`src/rtl/count_timer_pkg.sv`:
```
// rtl/count_timer_pkg.sv - shared constants and types for the count timer controller
package count_timer_pkg;

    localparam int WIDTH_DEF = 32;
    localparam int PRE_W_DEF = 8;

    localparam logic [1:0] OP_STOP     = 2'b00;
    localparam logic [1:0] OP_LOAD     = 2'b01;
    localparam logic [1:0] OP_ONESHOT  = 2'b10;
    localparam logic [1:0] OP_PERIODIC = 2'b11;

    typedef enum logic [1:0] {
        IDLE = 2'd0,
        ARM  = 2'd1,
        RUN  = 2'd2
    } state_t;

    // Both start opcodes share the top bit.
    function automatic logic is_start(input logic [1:0] op);
        return op[1];
    endfunction

endpackage

```
`src/rtl/tick_prescaler.sv`:
```
// rtl/tick_prescaler.sv - divides the clock into counter ticks
module tick_prescaler #(
    parameter int PRE_W = 8
) (
    input  logic             clock,
    input  logic             reset,
    input  logic             clear,
    input  logic             enable,
    input  logic [PRE_W-1:0] prescale_q,
    output logic             tick
);

    logic [PRE_W-1:0] pre_cnt;

    // A tick fires on the cycle the divider reaches its terminal value.
    assign tick = enable && (pre_cnt == prescale_q);

    // Divider counts 0..prescale_q, wraps on tick, holds while disabled.
    always_ff @(posedge clock) begin
        if (reset || clear) begin
            pre_cnt <= '0;
        end else if (enable) begin
            if (tick) begin
                pre_cnt <= '0;
            end else begin
                pre_cnt <= pre_cnt + 1'b1;
            end
        end
    end

endmodule

```
`src/rtl/count_timer_ctrl.sv`:
```
// rtl/count_timer_ctrl.sv - command-driven one-shot/periodic timer controller
module count_timer_ctrl
    import count_timer_pkg::*;
#(
    parameter int WIDTH = WIDTH_DEF,
    parameter int PRE_W = PRE_W_DEF
) (
    input  logic             clock,
    input  logic             reset,
    input  logic             cmd_valid,
    output logic             cmd_ready,
    input  logic [1:0]       cmd_op,
    input  logic [WIDTH-1:0] cmd_data,
    input  logic [PRE_W-1:0] prescale,
    output logic [WIDTH-1:0] count,
    output logic             busy,
    output logic             expire,
    output logic             irq,
    input  logic             irq_ack,
    output logic             ovr
);

    state_t           state;
    state_t           state_nxt;
    logic [WIDTH-1:0] count_nxt;
    logic [WIDTH-1:0] limit;
    logic [PRE_W-1:0] prescale_q;
    logic             periodic;
    logic             accept;
    logic             start_acc;
    logic             tick;
    logic             match;

    // Ready is decoded straight from state so the host sees it without a cycle of lag.
    assign cmd_ready = (state != ARM);
    assign accept    = cmd_valid && cmd_ready;
    assign start_acc = accept && is_start(cmd_op);
    assign match     = (state == RUN) && tick && (count == limit);

    tick_prescaler #(
        .PRE_W(PRE_W)
    ) u_prescaler (
        .clock      (clock),
        .reset      (reset),
        .clear      ((state == ARM) || start_acc),
        .enable     (state == RUN),
        .prescale_q (prescale_q),
        .tick       (tick)
    );

    // Next state and count; an accepted command overrides the timer's own progress.
    always_comb begin
        state_nxt = state;
        count_nxt = count;
        case (state)
            ARM: begin
                state_nxt = RUN;
                count_nxt = '0;
            end
            RUN: begin
                if (tick) begin
                    if (count == limit) begin
                        if (periodic) begin
                            count_nxt = '0;
                        end else begin
                            state_nxt = IDLE;
                        end
                    end else begin
                        count_nxt = count + 1'b1;
                    end
                end
            end
            default: begin
                state_nxt = IDLE;
            end
        endcase
        if (accept) begin
            if (cmd_op == OP_STOP) begin
                state_nxt = IDLE;
                count_nxt = count;
            end else if (is_start(cmd_op)) begin
                state_nxt = ARM;
                count_nxt = '0;
            end
        end
    end

    // State, counter, configuration and status registers.
    always_ff @(posedge clock) begin
        if (reset) begin
            state      <= IDLE;
            count      <= '0;
            limit      <= '1;
            prescale_q <= '0;
            periodic   <= 1'b0;
            busy       <= 1'b0;
            expire     <= 1'b0;
        end else begin
            state  <= state_nxt;
            count  <= count_nxt;
            busy   <= (state_nxt != IDLE);
            expire <= match;
            if (accept && (cmd_op == OP_LOAD)) begin
                limit <= cmd_data;
            end
            if (start_acc) begin
                periodic   <= (cmd_op == OP_PERIODIC);
                prescale_q <= prescale;
            end
        end
    end

    // Sticky interrupt; a new expire wins over a simultaneous ack for irq.
    always_ff @(posedge clock) begin
        if (reset) begin
            irq <= 1'b0;
            ovr <= 1'b0;
        end else begin
            if (match) begin
                irq <= 1'b1;
            end else if (irq_ack) begin
                irq <= 1'b0;
            end
            if (irq_ack) begin
                ovr <= 1'b0;
            end else if (match && irq) begin
                ovr <= 1'b1;
            end
        end
    end

endmodule

```
`config.mk`:
```
export PLATFORM = sky130hd
export DESIGN_NAME = count_timer_ctrl
export DESIGN_NICKNAME = d
export VERILOG_FILES = /design/src/rtl/count_timer_pkg.sv /design/src/rtl/tick_prescaler.sv /design/src/rtl/count_timer_ctrl.sv
export SDC_FILE = /design/constraint.sdc
export NUM_CORES = 1
export LEC_CHECK = 0
export ABC_AREA = 1
export BUFFER_PORTS_ARGS = -buffer_cell sky130_fd_sc_hd__buf_2
export CORE_ASPECT_RATIO = 0.6
export CORE_MARGIN = 5
export CORE_UTILIZATION = 60
export DETAILED_ROUTE_END_ITERATION = 16
export PLACE_DENSITY = 0.82
export SETUP_SLACK_MARGIN = 0.4
export SYNTH_ARGS = -nofsm -noshare
export SYNTH_HDL_FRONTEND = slang
export SYNTH_HIERARCHICAL = 1
export SYNTH_SLANG_ARGS = --single-unit
```
`constraint.sdc`:
```
create_clock -name clock -period 5.7 [get_ports clock]
set_clock_uncertainty 0.1 [all_clocks]
set_input_delay 0.285 -clock clock [delete_from_list [all_inputs] [get_ports clock]]
set_output_delay 0.285 -clock clock [all_outputs]
set_load 0.005 [all_outputs]
```
==> flow_summary_export.csv <==
group,metric,value,unit
worst_hold_path,hold_class,"in2reg",
worst_setup_path,arrival,3.54,ns
cts,clk_latency,0.34,ns
global_route,grt_use_total,0.2816,
timing,clock.fmax,297.0,MHz
global_route,grt_pass1_wl,30.85,mm
yosys,synth_area_leaders,"nand2_1 (31%), dfxtp_1 (26%), nand3_1 (6.3%)",
timing,period_share,0.5907,
cts,cts_setup_buffers,0,
detailed_routing,post_drt_wl_per_cell,14.73,um
worst_hold_path,min_path_cells,3,
power,ir_drop,0.0001241,V
final_layout,fin_cells,1304,
final_layout,multi_input_area,0.004155,mm2
detailed_routing,firstDrtPassIters,5,
yosys,synth-warning-count,6,
detailed_routing,ant_nets,0,
yosys,synth-seq-cells,87,
status,outcome,"completed",
worst_setup_path,path_max_fanout,43,
yosys,synthSimpleGateAreaFrac,0.4615,
cts,path_clk_slew,0.06,ns
yosys,synth_ff_type,"dfxtp_1",
global_route,grt_pass1_vias,5785,
worst_setup_path,end_kind,"register",
yosys,synthArstFlopShare,0,
yosys,synth_top_family_by_area,"simple AND/OR/NAND/NOR gates",
yosys,yosysUniqueCellTypes,38,
place,gp_congestion,1.009,
timing,timing_hold_violations_final,0,
detailed_routing,drtIter0Drc,801,
detailed_routing,wl,19.21,mm
place,dp_cells,1288,
cts,cts_tree,"done",
timing,min_period,3.367,ns
timing,relSlewSlack,0.1826,
die,ioPinCount,83,
power,power_per_cell_area,185.5,mW/mm2
worst_setup_path,critPathLaunchType,"register",
worst_setup_path,reg2regPathDepth,11,
power,cellLeakagePower,3.003,nW
yosys,synth_area,0.006650,mm2
place,dp_hpwl,13.87,mm
final_layout,final_cell_mix,"nand2_1 (554), dfxtp_1 (87), nand3_1 (84)",
yosys,yosysTopAreaCellShare,0.3127,
global_route,antenna_found_initial,0,
place,port_buffers,82,
final_layout,drive_gt1_frac,0.1562,
yosys,synth-compound-area-share,0.09087,
yosys,synth_adder_area_share,0.007526,
final_layout,antenna_cells,0,
cts,cts_buffers,9,
timing,setup_tns,0,ns
timing,worst_slack,2.333,ns
detailed_routing,vias,7020,
final_layout,regArea,0.001742,mm2
timing,drv_slew,0,
cts,cts_resized,0,
detailed_routing,vias_per_cell,5.383,
timing,worstMarginPinSlew,1.223,ns
flow_run,max_cap_viol_count,0,
die,fp.dieH,91.55,um
yosys,muxShareOfSynthArea,0,
cts,holdBufCountCts,0,
global_route,grt_max_degree,44,
timing,timing.hold.ws,0.05014,ns
timing,rsz0062_at_grt,"false",
yosys,netlist_instances,1138,
final_layout,fillers,1012,
cts,cts.htree.levels,3,
yosys,synthXorXnorAreaFrac,0.06246,
place,post-place-ws,2.526,ns
cts,clk_path_buf_depth,2,
final_layout,final_common_cell,"nand2_1",
worst_setup_path,worst-setup-path-type,"reg2reg",
die,die_area,0.01336,mm2
final_layout,area_growth,7.093,%
die,num_rows,29,
yosys,yosysTopAreaCell,"nand2_1",
yosys,ys_seq_area_frac,0.2619,
timing,setup_viol,0,
detailed_routing,drc_errors,0,
yosys,synth_edf_count,0,
die,initial_core_util,0.6213,
final_layout,num-nets-final,1210,
yosys,syn-num-nets,1188,
die,coreArea,0.01070,mm2
yosys,syn_area_per_cell,5.844,um2
worst_setup_path,worstPathRequired,5.87,ns
global_route,globalRouteOverflowTotal,0,
cts,root_buffer,"clkbuf_16",
die,dieWidth,145.9,um
cts,cts.sink_count,87,
==> logic make-up after synthesis <==
logic type | count (synthesis)
xor gates and xnor gates | 38
DFF | 87
and+or+nand+nor | 758
adders and majority gates | 4
AOI/OAI and AO/OA | 92
buffers and inverters | 159
==> metrics by stage <==
step	util	total power, W	instance area (um2)
after floorplan	-	0.0007201	6650
after global placement	0.6386	0.0007584	6835
after detailed placement	0.6386	0.0007611	6835
after CTS	0.6653	0.001321	7122
after global routing	0.6653	0.001362	7122
final	0.6653	0.001321	7122
==> per-layer routing <==
| metal | track usage | wire length [um] | vias up |
|---|---|---|---|
| li1 | - | - | 3542 |
| met1 | 0.4464 | 9293 | 3095 |
| met2 | 0.3769 | 7294 | 369 |
| met3 | 0.08010 | 2527 | 14 |
| met4 | 0.03791 | 92 | 0 |
| met5 | 0 | 0 | - |
==> state kept, by name, indices dropped and copies added, names as in the netlist <==
name,cells
prescale_q,8
busy,1
irq,1
expire,1
periodic,1
count,32
limit,32
state,2
u_prescaler/pre_cnt,8
ovr,1
==> critical path, cell delays in order (launching register included) <==
cell      delay, ns
dfxtp_1        0.31
inv_1          0.07
ha_1           0.37
nand4_1        0.17
nor4_2         0.17
buf_4          0.45
clkinv_1       0.84
a21oi_1        0.41
nand2_1        0.10
nand2_1        0.06
nand2_1        0.06
a21oi_2        0.12
==> area by class of cell <==
class	instances	share of cell area
multi-input combinational	892	0.5835
clock inverter	4	0.004216
sequential	87	0.2446
inverter	82	0.04339
clock buffer	12	0.03602
timing repair buffer	88	0.06395
tap	139	0.02442
==> report_power, final <==
part           leakage, nW  total [W]  switching, W  internal [W]
clock network        0.127   0.000570      0.000251      0.000320
registers            0.707   0.000634     0.0000106      0.000623
logic                 2.17   0.000117     0.0000770     0.0000397
total                 3.00    0.00132      0.000338      0.000983
==> worst paths after layout <==
path / endpoint / from / slack [ns]
min: limit[16] / cmd_data[16] / 0.05
min reg2reg: ovr / ovr / 0.35
max reg2reg: count[15] / state[0] / 2.33
max: count[15] / state[0] / 2.33
==> cells in the mapped netlist (2+ instances only) <==
cell and number:
buf_6 15, a21oi_2 30, dfxtp_1 87, buf_2 20, inv_2 14, nor2_2 9
nand2_1 554, clkbuf_1 32, nor3_1 5, nand2_2 3, nor2_1 84, nand4_1 7
o21ai_0 4, ha_1 4, o211ai_1 10, xnor2_2 11, clkinv_1 2, xnor2_1 13
a21oi_1 44, xor2_1 14, nand3_1 84, buf_4 9, nor2_4 4, inv_1 65
Note: power is estimated with default switching activity, not from simulation.
